File: config.mk
export PLATFORM = sky130hd
export DESIGN_NAME = pipe_arbiter2
export DESIGN_NICKNAME = d
export VERILOG_FILES = /design/src/rtl/pipe_arbiter2_pkg.sv /design/src/rtl/pipe_arbiter2.sv
export SDC_FILE = /design/constraint.sdc
export NUM_CORES = 1
export LEC_CHECK = 0
export ABC_AREA = 1
export BUFFER_PORTS_ARGS = -buffer_cell sky130_fd_sc_hd__clkbuf_2
export CAP_MARGIN = 5
export CORE_AREA = 4 4 118 120
export CTS_CLUSTER_DIAMETER = 200
export DETAILED_ROUTE_END_ITERATION = 12
export DIE_AREA = 0 0 122 124
export PLACE_DENSITY = 0.45
export SLEW_MARGIN = 20
export SYNTH_ARGS = -nofsm -noshare
export SYNTH_HDL_FRONTEND = slang
export SYNTH_SLANG_ARGS = --single-unit
File: constraint.sdc
create_clock -name clk25MHz -period 4.12 [get_ports clk25MHz]
set_input_delay 0.206 -clock clk25MHz [delete_from_list [all_inputs] [get_ports clk25MHz]]
set_output_delay 0.206 -clock clk25MHz [all_outputs]
set_load 0.02 [all_outputs]
File: src/rtl/pipe_arbiter2_pkg.sv
// Shared types for the two-port pipeconnect arbiter.
//
// req_t : master -> slave request (A, R, W, WD, WBE).
// res_t : slave -> master response (stall = the pipeconnect WAIT line, RD).
//         WAIT is a reserved word in SystemVerilog, hence the field name
//         'stall'.
// owner_e : owner encoding (NONE=0, P0=1, P1=2), 2 bits, reusable by wider
//           arbiters built on the same port types.
package pipe_arbiter2_pkg;

  localparam int ADDR_W = 32;
  localparam int DATA_W = 32;
  localparam int WBE_W  = 4;

  typedef struct packed {
    logic [ADDR_W-1:0] a;
    logic              r;
    logic              w;
    logic [DATA_W-1:0] wd;
    logic [WBE_W-1:0]  wbe;
  } req_t;

  typedef struct packed {
    logic              stall;
    logic [DATA_W-1:0] rd;
  } res_t;

  typedef enum logic [1:0] {
    OWN_NONE = 2'd0,
    OWN_P0   = 2'd1,
    OWN_P1   = 2'd2
  } owner_e;

  // A port is requesting when it asserts either R or W.
  function automatic logic is_active(input req_t q);
    return q.r | q.w;
  endfunction

endpackage

File: src/rtl/pipe_arbiter2.sv
// Two-port priority arbiter sharing one pipeconnect memory port.
//
// Port 0 (framebuffer scanout) wins by default. A saturating streak counter
// of port-0 accepts made while port 1 waits bounds port-1 starvation: once
// it reaches STREAK_MAX the next grant goes to port 1. A stalled request
// locks ownership until it is accepted, so the owner never changes
// mid-transaction. Read data is routed back only to the port whose read was
// accepted on the previous cycle.
//
// Handshake (every port): a master holds its request stable while WAIT
// (res.stall) is high; a slave raises WAIT only while R or W is high; a
// request is accepted on a cycle with R|W high and WAIT low; read data
// appears on RD exactly one cycle after a read is accepted.
//
// Ports:
//   clk25MHz    system/memory clock
//   rst         synchronous active-high reset
//   p0_req/res  port 0 (scanout) request in, response out
//   p1_req/res  port 1 (CPU/DMA) request in, response out
//   mem_req     request towards the memory controller
//   mem_res     response from the memory controller
//   p1_starved  one-cycle registered pulse on a streak-forced port-1 grant
module pipe_arbiter2
  import pipe_arbiter2_pkg::*;
#(
  parameter int STREAK_MAX = 8,
  parameter int STREAK_W   = 4
) (
  input  logic clk25MHz,
  input  logic rst,
  input  req_t p0_req,
  output res_t p0_res,
  input  req_t p1_req,
  output res_t p1_res,
  output req_t mem_req,
  input  res_t mem_res,
  output logic p1_starved
);

  localparam logic [STREAK_W-1:0] STREAK_TOP = STREAK_W'(STREAK_MAX);

  logic                act0;
  logic                act1;
  owner_e              sel;
  logic                locked;
  owner_e              lock_owner;
  owner_e              rd_owner;
  logic [STREAK_W-1:0] streak;
  logic                mem_active;
  logic                stalled;
  logic                accepted;

  assign act0 = is_active(p0_req);
  assign act1 = is_active(p1_req);

  // Owner selection. Reset forces NONE so mem_req is all-zero during rst.
  always_comb begin
    sel = OWN_NONE;
    if (rst) begin
      sel = OWN_NONE;
    end else if (locked) begin
      sel = lock_owner;
    end else if (act0 && act1) begin
      sel = (streak == STREAK_TOP) ? OWN_P1 : OWN_P0;
    end else if (act0) begin
      sel = OWN_P0;
    end else if (act1) begin
      sel = OWN_P1;
    end
  end

  // Request mux: zero-cycle path from the selected port to memory.
  always_comb begin
    mem_req = '0;
    case (sel)
      OWN_P0:  mem_req = p0_req;
      OWN_P1:  mem_req = p1_req;
      default: mem_req = '0;
    endcase
  end

  assign mem_active = is_active(mem_req);
  assign stalled    = mem_active & mem_res.stall;
  assign accepted   = mem_active & ~mem_res.stall;

  // Responses. A requesting port that does not own the memory port is held
  // off with WAIT=1; an idle port always sees WAIT=0. RD is steered by the
  // registered read owner, so a new accept and a read return can coexist.
  always_comb begin
    p0_res       = '0;
    p1_res       = '0;
    p0_res.stall = (sel == OWN_P0) ? mem_res.stall : act0;
    p1_res.stall = (sel == OWN_P1) ? mem_res.stall : act1;
    p0_res.rd    = (rd_owner == OWN_P0) ? mem_res.rd : '0;
    p1_res.rd    = (rd_owner == OWN_P1) ? mem_res.rd : '0;
  end

  always_ff @(posedge clk25MHz) begin
    if (rst) begin
      locked     <= 1'b0;
      lock_owner <= OWN_NONE;
      rd_owner   <= OWN_NONE;
      streak     <= '0;
      p1_starved <= 1'b0;
    end else begin
      if (stalled) begin
        locked     <= 1'b1;
        lock_owner <= sel;
      end else if (accepted) begin
        locked     <= 1'b0;
        lock_owner <= OWN_NONE;
      end

      rd_owner <= (mem_req.r && !mem_res.stall) ? sel : OWN_NONE;

      // The pulse uses the streak value that forced the grant.
      p1_starved <= accepted && (sel == OWN_P1) && (streak == STREAK_TOP);

      // Streak moves only on accepted transfers and saturates at the top.
      if (accepted) begin
        if ((sel == OWN_P0) && act1) begin
          if (streak != STREAK_TOP) begin
            streak <= streak + 1'b1;
          end
        end else begin
          streak <= '0;
        end
      end
    end
  end

endmodule

==> flow_summary.json <==
{
  "cts_hold_buf": 0,
  "total_leakage_power_nw": 2.28,
  "cts_tree": "done",
  "grt_pass1_wl_um": 16200,
  "dr_wl_met3_um": 1210,
  "gr-total-overflow": 0,
  "cts_max_level": 1,
  "drive_gt1_share_pct": 45.8,
  "cts_resized": 0,
  "cp-start-kind": "flip-flop",
  "cts_setup_buffers": 0,
  "wl_met1_um": 4260,
  "synth_area_per_cell_um2": 4.60,
  "initial_core_util_pct": 15.4,
  "hold_path_class": "primary input to flip-flop",
  "drcViolationCount": 0,
  "cp_cell_sequence": "inv_1 -> ha_1 -> nand3_1 -> nand2_1 -> nand2_1 -> nand2_1 -> nand2_1 -> ha_2 -> buf_4 -> nand2_1 -> a21oi_1 -> clkbuf_2",
  "setup_viol": 0,
  "topRoutingLayerUsed": "met4",
  "clockBufferDepth": 2,
  "crit_top_cell": "nand2_1",
  "portBuffers": 311,
  "coreArea_um2": 13000,
  "fmax_ghz": 0.332,
  "cts.sinks": 10,
  "cts_root_buffer": "clkbuf_16",
  "critical_path_class": "flip-flop to output pin",
  "end_kind": "output pin",
  "die-area_um2": 15100,
  "cp_top_family": "adder cells",
  "synth_seq_cells": 10,
  "critPathMaxFanout": 38,
  "syn_inst": 434,
  "worst_path_max_delay_cell": "ha_2",
  "slowest_delay_ns": 0.66,
  "drt_iter0_drc": 126,
  "gp_congestion": 0.788,
  "synth_area_um2": 1990,
  "fin_crit_sh_pct": 73.2,
  "routed_wl_um": 11400,
  "io_pins": 312,
  "critPathRequiredTime_ns": 3.91,
  "grt_setup_unrepaired": "false",
  "report.power.total_mw": 0.830,
  "via_per_inst": 3.99,
  "wl_met2_um": 5850,
  "cp-startpoint": "streak[0]",
  "clk_latency_ns": 0.23,
  "yosys_warnings": 0,
  "rows": 42,
  "die_h_um": 124,
  "first_global_vias": 3235,
  "grt_max_degree": 43,
  "fin_skew_ns": 0.00164,
  "clkTransAtPathRegs_ns": 0.04,
  "netlist-cell-type-count": 22,
  "vias": 3579,
  "max_cap_viol_count": 0,
  "grt_use_total_pct": 13.2,
  "hp-start": "rst",
  "synth_nets": 613,
  "fin_crit_ns": 3.02,
  "crit_arrival_ns": 2.81,
  "cts_made_buffers": 3,
  "diodes": 0,
  "rr_startpoint": "streak[0]",
  "wire_per_inst_um": 12.7,
  "nNetsFinal": 902,
  "syn_to_final_growth_pct": 88.8,
  "seq_area_frac_synth_pct": 10.0,
  "final-hold-violation-count": 0,
  "antenna_found_initial": 0,
  "relSlewSlack_pct": 48.5,
  "outcome": "complete, no violations",
  "max-vdd-ir-drop_mv": 0.126,
  "finalMaxSlewViolations": 0,
  "firstDrtPassIters": 4,
  "worstMarginPinSlew_ns": 0.772,
  "final.setup.tns_ns": 0,
  "power_density_nw_per_um2": 221,
  "dpl.hpwl_um": 9640,
  "die_x_um": 122,
  "ant_nets": 0,
  "path_buf_inv": 3
}
==> sequential cells by signal (all words and copies together), names as in the netlist <==
signal and flops:
p1_starved 1, rd_owner 2, lock_owner 2, locked 1, streak 4
==> cells in the final DEF, fill, tap and decap left out, types with 2 or more instances in the layout <==
cell / count
clkbuf_2: 311
nor2_1: 73
a21oi_1: 75
o21ai_0: 3
ha_1: 2
buf_4: 4
inv_2: 2
clkbuf_16: 3
dfxtp_1: 10
nand2_1: 163
nand2_2: 3
nand3_1: 8
ha_2: 2
inv_1: 53
==> Yosys cell counts <==
master,count,share of area (%)
inv_1,53,10
dfxtp_1,10,10
a211oi_1,1,0.38
xor2_1,1,0.44
a21oi_1,75,19
buf_4,2,0.75
a21oi_4,1,0.82
or2_2,1,0.31
nor2_2,1,0.31
o21ai_0,3,0.75
inv_2,2,0.38
nand4_1,1,0.31
nand3_1,8,2.0
clkbuf_1,20,3.8
nor2_1,73,14
buf_1,1,0.19
nand2_1,164,31
nand3_2,1,0.50
ha_1,4,2.5
nand2_2,2,0.63
o21ai_1,1,0.25
buf_2,9,2.3
==> cell type report <==
class | instances | area, µm²
flip-flops and latches | 10 | 200
fillers | 1580 | 9220
multi-input cells | 337 | 1460
clock buffers | 3 | 75.1
repair buffers | 316 | 1610
inverters | 55 | 206
well taps | 176 | 220
==> report_power, final <==
part	leakage, nW	switching [mW]	internal [mW]
logic	2.16	0.369	0.191
registers	0.0808	0.00259	0.102
clock network	0.0370	0.0408	0.125
==> logic make-up (layout without fill, tap and decap cells) <==
family,Yosys count,in the layout,synth area share (%)
AND/OR/NAND/NOR,251,251,48.7
buffers and inverters,87,374,17.3
AO/OA/AOI/OAI,81,81,21.0
flip-flops,10,10,10.0
adder cells (fa/ha/maj),4,4,2.51
XOR/XNOR,1,1,0.439
==> layer usage <==
metal / up-vias / track usage (%)
met5: - / 0
met4: 0 / 2.03
met3: 4 / 3.32
met2: 191 / 25.0
met1: 1496 / 15.2
li1: 1888 / -
==> per-stage QoR <==
stage | hold slack, ns | worst slack [ns] | util (%) | instance area (µm²) | std cells
2_1_floorplan | 0.361 | 1.81 | - | 1990 | 434
6_report | 0.291 | 1.10 | 29.0 | 3760 | 897
5_1_grt | 0.311 | 0.814 | 29.0 | 3760 | 897
4_1_cts | 0.290 | 1.06 | 29.0 | 3760 | 897
3_3_place_gp | 0.458 | 1.31 | 28.4 | 3690 | 894
3_5_place_dp | 0.464 | 1.30 | 28.4 | 3690 | 894
==> worst paths after layout <==
path,end,slack (ns),cells after the start
setup / recovery,mem_req[6],1.10,12
hold / removal,streak[3],0.29,2
setup reg to reg,streak[1],1.39,16
hold reg to reg,lock_owner[0],0.46,2
Note: power is estimated with default switching activity, not from simulation.
